===== src/rtl/rapid_pkg.sv =====
// rapid_pkg: shared datapath width, cache request encodings and data-cache defaults
//   XLEN                  data/address width
//   DCACHE_LINES          default number of direct-mapped lines
//   DCACHE_WORDS_PER_LINE default XLEN-bit words per line
//   cache_rw, cache_operation  request kind and access size
//   dcache_state          responder FSM states
package rapid_pkg;
    localparam int XLEN = 32;
    localparam int DCACHE_LINES = 16;
    localparam int DCACHE_WORDS_PER_LINE = 4;
    typedef enum logic {CACHE_READ, CACHE_WRITE} cache_rw;
    typedef enum logic [1:0] {CACHE_BYTE, CACHE_HALF, CACHE_WORD} cache_operation;
    typedef enum logic [2:0] {IDLE, LOOKUP, REFILL, WRITE_MEM, RESP} dcache_state;
endpackage


===== src/rtl/dcache_line_ram.sv =====
// dcache_line_ram: direct-mapped tag/valid/data store with one async read port and one byte-enabled write port
//   i_index          line selected for both ports
//   i_rd_word        word read onto o_rd_data; o_rd_valid/o_rd_tag describe the selected line
//   i_we/i_wr_word/i_wr_data/i_wr_strb  byte-enabled word write
//   i_tag_we/i_tag   install tag and set valid; i_inval clears valid; i_reset clears every valid bit
module dcache_line_ram #(
    parameter int XLEN = 32,
    parameter int LINES = 16,
    parameter int WORDS_PER_LINE = 4,
    parameter int TAG_W = 24
) (
    input  logic                              i_clk,
    input  logic                              i_reset,
    input  logic [$clog2(LINES)-1:0]          i_index,
    input  logic [$clog2(WORDS_PER_LINE)-1:0] i_rd_word,
    output logic                              o_rd_valid,
    output logic [TAG_W-1:0]                  o_rd_tag,
    output logic [XLEN-1:0]                   o_rd_data,
    input  logic                              i_we,
    input  logic [$clog2(WORDS_PER_LINE)-1:0] i_wr_word,
    input  logic [XLEN-1:0]                   i_wr_data,
    input  logic [XLEN/8-1:0]                 i_wr_strb,
    input  logic                              i_tag_we,
    input  logic [TAG_W-1:0]                  i_tag,
    input  logic                              i_inval
);
    logic [LINES-1:0] valid;
    logic [TAG_W-1:0] tags [LINES];
    logic [XLEN-1:0] data [LINES*WORDS_PER_LINE];

    assign o_rd_valid = valid[i_index];
    assign o_rd_tag = tags[i_index];
    assign o_rd_data = data[{i_index, i_rd_word}];

    always_ff @(posedge i_clk) begin
        if (i_reset)
            valid <= '0;
        else if (i_inval)
            valid[i_index] <= 1'b0;
        else if (i_tag_we)
            valid[i_index] <= 1'b1;
    end

    always_ff @(posedge i_clk) begin
        if (i_tag_we)
            tags[i_index] <= i_tag;
    end

    always_ff @(posedge i_clk) begin
        for (int b = 0; b < XLEN/8; b++)
            if (i_we && i_wr_strb[b])
                data[{i_index, i_wr_word}][8*b +: 8] <= i_wr_data[8*b +: 8];
    end
endmodule


===== src/rtl/dcache_responder.sv =====
// dcache_responder: direct-mapped write-through no-allocate data cache between memory stage and backing memory
//   i_req/o_ready/i_address/i_write_data/i_read_or_write/i_operation  request from memory stage
//   o_data/o_done/o_misaligned   one-cycle response; o_data right-aligned, zero-extended
//   o_mem_req/o_mem_we/o_mem_addr/o_mem_wdata/o_mem_wstrb  word-aligned backing-memory request
//   i_mem_ack/i_mem_rdata        backing-memory response, rdata valid in the ack cycle
module dcache_responder
    import rapid_pkg::*;
#(
    parameter int XLEN = rapid_pkg::XLEN,
    parameter int LINES = DCACHE_LINES,
    parameter int WORDS_PER_LINE = DCACHE_WORDS_PER_LINE
) (
    input  logic           i_clk,
    input  logic           i_reset,
    input  logic           i_req,
    output logic           o_ready,
    input  logic [XLEN-1:0] i_address,
    input  logic [XLEN-1:0] i_write_data,
    input  cache_rw        i_read_or_write,
    input  cache_operation i_operation,
    output logic [XLEN-1:0] o_data,
    output logic           o_done,
    output logic           o_misaligned,
    output logic           o_mem_req,
    output logic           o_mem_we,
    output logic [XLEN-1:0] o_mem_addr,
    output logic [XLEN-1:0] o_mem_wdata,
    output logic [XLEN/8-1:0] o_mem_wstrb,
    input  logic           i_mem_ack,
    input  logic [XLEN-1:0] i_mem_rdata
);
    localparam int SW = XLEN/8;
    localparam int WB = $clog2(WORDS_PER_LINE);
    localparam int IB = $clog2(LINES);
    localparam int TW = XLEN - 2 - WB - IB;

    dcache_state state;
    logic [XLEN-1:0] addr_q, wdata_q, load_word;
    cache_rw rw_q;
    cache_operation op_q;
    logic [WB-1:0] beat, beat_next, word;
    logic [1:0] off;
    logic [IB-1:0] idx;
    logic [TW-1:0] tag, rd_tag;
    logic rd_valid, misaligned, hit, last_beat;
    logic [XLEN-1:0] rd_data, wdata_sh, fill_word, ram_wdata;
    logic [SW-1:0] strb, ram_wstrb;
    logic ram_we, ram_tag_we, ram_inval;
    logic [WB-1:0] ram_word;

    function automatic logic [XLEN-1:0] extract(input logic [XLEN-1:0] w, input logic [1:0] o, input cache_operation op);
        logic [XLEN-1:0] s;
        s = w >> {o, 3'b000};
        return op == CACHE_BYTE ? {{(XLEN-8){1'b0}}, s[7:0]} :
               op == CACHE_HALF ? {{(XLEN-16){1'b0}}, s[15:0]} : s;
    endfunction

    assign off = addr_q[1:0];
    assign word = addr_q[WB+1:2];
    assign idx = addr_q[WB+IB+1:WB+2];
    assign tag = addr_q[XLEN-1:WB+IB+2];
    assign misaligned = (op_q == CACHE_HALF && off[0]) || (op_q == CACHE_WORD && off != 2'b00);
    assign hit = rd_valid && rd_tag == tag;
    assign strb = op_q == CACHE_BYTE ? SW'(1) << off : op_q == CACHE_HALF ? SW'(3) << off : '1;
    assign wdata_sh = wdata_q << {off, 3'b000};
    assign beat_next = beat + 1'b1;
    assign last_beat = &beat;
    // the requested word may arrive on the final beat, before load_word could capture it
    assign fill_word = beat == word ? i_mem_rdata : load_word;
    assign o_ready = state == IDLE;

    // write hits merge into the line; refill beats write whole words; a read miss
    // invalidates the line first so an aborted refill never leaves stale data valid
    assign ram_we = (state == LOOKUP && rw_q == CACHE_WRITE && !misaligned && hit) || (state == REFILL && i_mem_ack);
    assign ram_tag_we = state == REFILL && i_mem_ack && last_beat;
    assign ram_inval = state == LOOKUP && rw_q == CACHE_READ && !misaligned && !hit;
    assign ram_word = state == REFILL ? beat : word;
    assign ram_wdata = state == REFILL ? i_mem_rdata : wdata_sh;
    assign ram_wstrb = state == REFILL ? '1 : strb;

    dcache_line_ram #(
        .XLEN(XLEN), .LINES(LINES), .WORDS_PER_LINE(WORDS_PER_LINE), .TAG_W(TW)
    ) u_ram (
        .i_clk(i_clk), .i_reset(i_reset), .i_index(idx), .i_rd_word(word),
        .o_rd_valid(rd_valid), .o_rd_tag(rd_tag), .o_rd_data(rd_data),
        .i_we(ram_we), .i_wr_word(ram_word), .i_wr_data(ram_wdata), .i_wr_strb(ram_wstrb),
        .i_tag_we(ram_tag_we), .i_tag(tag), .i_inval(ram_inval)
    );

    always_ff @(posedge i_clk) begin
        if (i_reset) begin
            state <= IDLE;
            beat <= '0;
            o_done <= 1'b0;
            o_misaligned <= 1'b0;
            o_data <= '0;
            o_mem_req <= 1'b0;
            o_mem_we <= 1'b0;
            o_mem_addr <= '0;
            o_mem_wdata <= '0;
            o_mem_wstrb <= '0;
            addr_q <= '0;
            wdata_q <= '0;
            load_word <= '0;
            rw_q <= CACHE_READ;
            op_q <= CACHE_BYTE;
        end else begin
            case (state)
                IDLE: if (i_req) begin
                    addr_q <= i_address;
                    wdata_q <= i_write_data;
                    rw_q <= i_read_or_write;
                    op_q <= i_operation;
                    state <= LOOKUP;
                end
                LOOKUP: if (misaligned) begin
                    o_done <= 1'b1;
                    o_misaligned <= 1'b1;
                    o_data <= '0;
                    state <= RESP;
                end else if (rw_q == CACHE_WRITE) begin
                    o_mem_req <= 1'b1;
                    o_mem_we <= 1'b1;
                    o_mem_addr <= {addr_q[XLEN-1:2], 2'b00};
                    o_mem_wdata <= wdata_sh;
                    o_mem_wstrb <= strb;
                    state <= WRITE_MEM;
                end else if (hit) begin
                    o_done <= 1'b1;
                    o_data <= extract(rd_data, off, op_q);
                    state <= RESP;
                end else begin
                    o_mem_req <= 1'b1;
                    o_mem_we <= 1'b0;
                    o_mem_addr <= {addr_q[XLEN-1:WB+2], {WB{1'b0}}, 2'b00};
                    o_mem_wstrb <= '0;
                    beat <= '0;
                    state <= REFILL;
                end
                REFILL: if (i_mem_ack) begin
                    if (beat == word)
                        load_word <= i_mem_rdata;
                    if (last_beat) begin
                        o_mem_req <= 1'b0;
                        o_done <= 1'b1;
                        o_data <= extract(fill_word, off, op_q);
                        beat <= '0;
                        state <= RESP;
                    end else begin
                        beat <= beat_next;
                        o_mem_addr <= {addr_q[XLEN-1:WB+2], beat_next, 2'b00};
                    end
                end
                WRITE_MEM: if (i_mem_ack) begin
                    o_mem_req <= 1'b0;
                    o_mem_we <= 1'b0;
                    o_done <= 1'b1;
                    o_data <= '0;
                    state <= RESP;
                end
                RESP: begin
                    o_done <= 1'b0;
                    o_misaligned <= 1'b0;
                    o_data <= '0;
                    state <= IDLE;
                end
                default: state <= IDLE;
            endcase
        end
    end
endmodule


===== config.mk =====
export PLATFORM = sky130hd
export DESIGN_NAME = dcache_responder
export DESIGN_NICKNAME = d
export VERILOG_FILES = /design/src/rtl/rapid_pkg.sv /design/src/rtl/dcache_line_ram.sv /design/src/rtl/dcache_responder.sv
export SDC_FILE = /design/constraint.sdc
export NUM_CORES = 2
export LEC_CHECK = 0
export ABC_AREA = 1
export BUFFER_PORTS_ARGS = -buffer_cell sky130_fd_sc_hd__buf_2
export CELL_PAD_IN_SITES_DETAIL_PLACEMENT = 2
export CELL_PAD_IN_SITES_GLOBAL_PLACEMENT = 2
export CORE_UTILIZATION = 46
export DETAILED_ROUTE_END_ITERATION = 8
export GPL_ROUTABILITY_DRIVEN = 0
export PLACE_DENSITY_LB_ADDON = 0.1
export SYNTH_ARGS = -nofsm -noshare
export SYNTH_HDL_FRONTEND = slang
export SYNTH_SLANG_ARGS = --single-unit

===== constraint.sdc =====
create_clock -name i_clk -period 11.46 [get_ports i_clk]
set_input_delay 1.719 -clock i_clk [delete_from_list [all_inputs] [get_ports i_clk]]
set_output_delay 1.719 -clock i_clk [all_outputs]
set_load 0.03 [all_outputs]

; ---- Word level (Yosys, flattened, before mapping)
; Memories as Yosys holds them, arrays and structs flattened. A register that Yosys moved wholly into a read port is not among the register bits.
; Index checks and enable logic that the tools add are counted.
[classes]
bitwise = 5
n_lt_le_gt_ge = 2
n_shift = 5
addsub = 1
n_eq_ne = 21
n_reduce_logical = 41
muxes = 79
[ops]
columns = op, count
row1 = $mux W32, 17
row2 = $pmux W32 S4, 1
row3 = $pmux W32 S2, 1
row4 = $shr A32 B5 Y32, 2
row5 = $mux W16, 2
row6 = $shl A32 B5 Y32, 1
row7 = $mux W1, 28
row8 = $mux W4, 7
row9 = $eq A24 B24 Y1, 1
row10 = $mux W3, 7
row11 = $ne A2 B2 Y1 const B, 10
row12 = $and A16 B16 Y16, 1
row13 = $logic_and A1 B1 Y1, 16
row14 = $not A16 Y16, 1
row15 = $or A16 B16 Y16, 1
row16 = $mux W2, 6
row17 = $mux W6, 2
row18 = $pmux W3 S4, 1
row19 = $reduce_and A6 Y1, 2
row20 = $reduce_and A5 Y1, 2
row21 = $reduce_bool A2 Y1, 5
row22 = $ne A3 B3 Y1 const B, 3
row23 = $reduce_and A2 Y1, 4
row24 = $reduce_and A4 Y1, 2
row25 = 25 further kinds, 31
[word_totals]
regBits = 224
word_cells = 172
ramBits = 2432
memories = 2
[mem_list]
columns = memory, words, word_bits, read_ports, rd_ports_with_merged_regs, write_ports, line_no
row1 = u_ram.data, 64, 32, 1, 1, 1, dcache_line_ram.sv:29  ; logic [XLEN-1:0] data [LINES*WORDS_PER_LINE];
row2 = u_ram.tags, 16, 24, 1, 1, 1, dcache_line_ram.sv:28  ; logic [TAG_W-1:0] tags [LINES];

; ---- Logic depth before layout (Yosys ltp)
[depth]
word_depth = 10
mapped_depth = 23
mapped_depth_nobuf = 19

; ---- Modules after synthesis
; From an unflattened synthesis, not the netlist that was laid out.
[unflattened]
cells_unflattened = 12098
hier_area_um2 = 116571.8
[modules_own_cells]
columns = module, n_inst, area_per_inst_um2, cells_per_inst
row1 = dcache_line_ram, 1, 105058.3, 10198
row2 = dcache_responder, 1, 11513.5, 1900

; ---- Worst setup path before layout
; OpenSTA, ideal clock, no wires.
[synth_timing]
path_type = input port to flip-flop
start = input port i_mem_rdata[0]
end = memory u_ram.data[0][0] (data pin)
setup_slack_ps = 6471
path_stages = 2
required_ps = 10758
arrival_time_ps = 4287
cell_sequence = inv_1 > o21ai_0
[synth_between]
elab_chain_cells = 1
[synth_lines]
columns = item, line_no
row1 = start: declaration, dcache_responder.sv:30  ; input logic [XLEN-1:0] i_mem_rdata
row2 = $mux W32, dcache_responder.sv:78  ; assign ram_wdata = state == REFILL ? i_mem_rdata : wdata_sh;
row3 = net ram_wdata[0], dcache_responder.sv:46  ; logic [XLEN-1:0] rd_data, wdata_sh, fill_word, ram_wdata;
row4 = end: declaration, dcache_line_ram.sv:29
; The timed path passes the listed nets, and every way through them passes these cells.

==> impl_metrics.toml <==
[detailed_routing]
final_antenna_net_count = 0
wl_per_cell_um = 34.7
drc = 0
dr.pass1.iters = 8
viasPerCell = 6.33
wl_mm = 477
drtIter0Drc = 10000
via_count = 86900

[synthesis]
synth_cell_type_count = 43
synth-seq-cells = 2660
synthFlopType = "edfxtp_1"
ys_warn_count = 0
synthArstFlopShare = 0
synth_cells = 10300
synth_area_um2 = 111000
avgSynthCellArea_um2 = 10.7
seq_area_frac_synth = 0.702
synth_edf_count = 2432

[power]
p_clk_frac = 0.270
p_int_mw = 20.4
max-vdd-ir-drop_uv = 371
p_leak_nw = 45.7
swShare = 0.429
pwr_density_cell_nw_per_um2 = 289
power_frac_comb = 0.367
power_mw = 35.8
p_switching_mw = 15.3
seq_power_share = 0.363

[final_layout]
final_util = 0.519
layout.nets = 10400
area_growth_pct = 11.9
multi_input_area_um2 = 28900
ff_latch_area_um2 = 77600
num-fill-cells = 23400
drive_above_1_share = 0.0811
final_cell_mix = "nand2_1, edfxtp_1, nand3_1, nor2_1, inv_1"
fin_cells = 13700
final_common_cell = "nand2_1"

[floorplanning]
start_util = 0.464
dieArea_um2 = 242000
die_w_um = 492
ios = 208
rows = 179
die_h_um = 492
core_um2 = 239000

[outcome]
outcome = "finished, final reports clean"

[grt]
overflow = 0
grt_pass1_vias = 93600
grt_pass1_wl_mm = 680
grt.total_usage = 0.388
grt_max_degree = 250
antenna_found_initial = 40

[clock_tree]
cts_tree = "done"
cts_hold_buffers = 0
cts-root-buf = "clkbuf_16"
cts_sinks = 2660
cts_htree_levels = 5
cts_setup_buffers = 0
cts_buffers = 303
worst_skew_pair.late_latency_ns = 0.96
clock_path_buffers = 4
clkTransAtPathRegs_ns = 0.06
cts_resized = 0

[sta]
final_max_slew_viol_count = 0
tns_ns = 0
max_freq_mhz = 143
setup_viol = 0
fin_ws_ns = 4.46
fin_crit_sh = 0.610
grt_setup_unrepaired = "no"
hold_violations = 0
relSlewSlack = 0.134
clock_skew_ns = 0.0572
tightest_slew_ns = 1.29
period_needed_ns = 7.00

[critical_path]
crit_fanout = 213
path_cells = "inv_16 -> buf_4 -> nand2_1 -> nand2_1 -> nand2_1 -> nand3_1 -> nand3_1 -> nand2_1 -> nand2_1 -> nand2_1 -> nand2_1 -> nor2_1 -> nand3_1 -> nor2_1 -> nand2_1 -> nand2_2 -> o31ai_4 -> buf_4 -> buf_4 -> nor2_1"
crit_required_ns = 12.02
worstSetupStartpointType = "flip-flop"
cp_slowest_cell = "buf_4"
cpMostUsedCell = "nand2_1"
end_kind = "flip-flop"
cp_top_family = "simple AND/OR/NAND/NOR gates"
crit_type = "flip-flop to flip-flop"
cp_num_buf_inv = 4
max_stage_delay_ns = 0.92
critical_path_arrival_ns = 7.56

[placement]
place_ws_ns = 4.94
dp_hpwl_mm = 286
dp_cells = 13200
numPortBuffers = 205

[job]
maxCapViolations = 0

[min_path]
hold_path.class = "flip-flop to flip-flop"
-- cell families (layout without fill, tap and decap cells) --
group | count (synthesis) | after routing | share of synthesized area
simple gates | 6007 | 6007 | 0.230
flops | 2660 | 2660 | 0.702
buf+inv | 1108 | 1314 | 0.0402
compound gates | 555 | 555 | 0.0271
fa+ha+maj | 5 | 5 | 0.000566
mux | 2 | 2 | 0.000181
other cells | 1 | 16 | 0.0000339
xor+xnor | 1 | 1 | 0.0000792
-- flip-flops by register name, summed over array words and instances (netlist names), named ones only --
name / flops
o_done: 1
o_mem_req: 1
wdata_q: 32
o_mem_wstrb: 4
u_ram.data: 2048
rw_q: 1
addr_q: 32
u_ram.tags: 384
o_mem_we: 1
beat: 2
o_mem_wdata: 32
o_misaligned: 1
load_word: 32
op_q: 2
state: 3
o_data: 32
o_mem_addr: 30
-- path summary, 6_finish.rpt --
kind / startpoint / to / slack, ns / depth (start not counted)
setup / recovery: flip-flop / u_ram.data[44][1] / 4.46 / 20
hold / removal: wdata_q[31] / wdata_q[31] / 0.47 / 2
setup reg to reg: flip-flop / u_ram.data[44][1] / 4.46 / 20
hold reg to reg: wdata_q[31] / wdata_q[31] / 0.47 / 2
-- metal layers --
| metal | global-route usage | routed length (um) |
|---|---|---|
| met1 | 0.474 | 178000 |
| met2 | 0.639 | 228000 |
| met3 | 0.0839 | 40500 |
| met4 | 0.217 | 29500 |
| met5 | 0 | 407 |
-- cell usage after synthesis, drive strengths merged, types with 23 or more instances --
cell type | instances | area [um^2]
clkbuf | 453 | 1700
edfxtp | 2432 | 73000
nor2 | 651 | 2460
o21ai | 288 | 1450
buf | 227 | 1140
nor3 | 39 | 200
dfxtp | 228 | 4560
inv | 427 | 1610
a21oi | 184 | 921
o211ai | 41 | 308
nand3 | 2204 | 11000
nand4 | 23 | 144
nand2 | 3086 | 11600
-- power groups by stage --
| stage | registers [mW] | clock network, mW | logic [mW] |
|---|---|---|---|
| 5_1_grt | 13.0 | 9.92 | 13.5 |
| 6_report | 13.0 | 9.64 | 13.1 |
| 3_5_place_dp | 13.2 | 0 | 12.4 |
| 4_1_cts | 13.0 | 9.66 | 12.8 |
| 3_3_place_gp | 13.2 | 0 | 11.8 |
| 2_1_floorplan | 13.3 | 0 | 6.27 |
-- tightest hold or removal path, cell delays in order, from the launching register on --
cell	delay, ns
dfxtp_1	0.30
inv_1	0.06
a21oi_1	0.06
-- area by class of cell --
cell class                      count  share of cell area
Antenna cell                       14            0.000283
Clock buffer                      374              0.0648
Clock inverter                    146              0.0104
Inverter                          428              0.0133
Multi-Input combinational cell   6572               0.233
Sequential cell                  2660               0.627
Tap cell                         3167              0.0320
Timing Repair Buffer              366              0.0187
-- through the flow --
stage	cell area, um^2	hold slack, ns
floorplan	111000	0.425
global placement	114000	0.451
detailed placement	114000	0.463
CTS	124000	0.470
global route	124000	0.483
finish	124000	0.466
(Power assumes the default switching activity.)
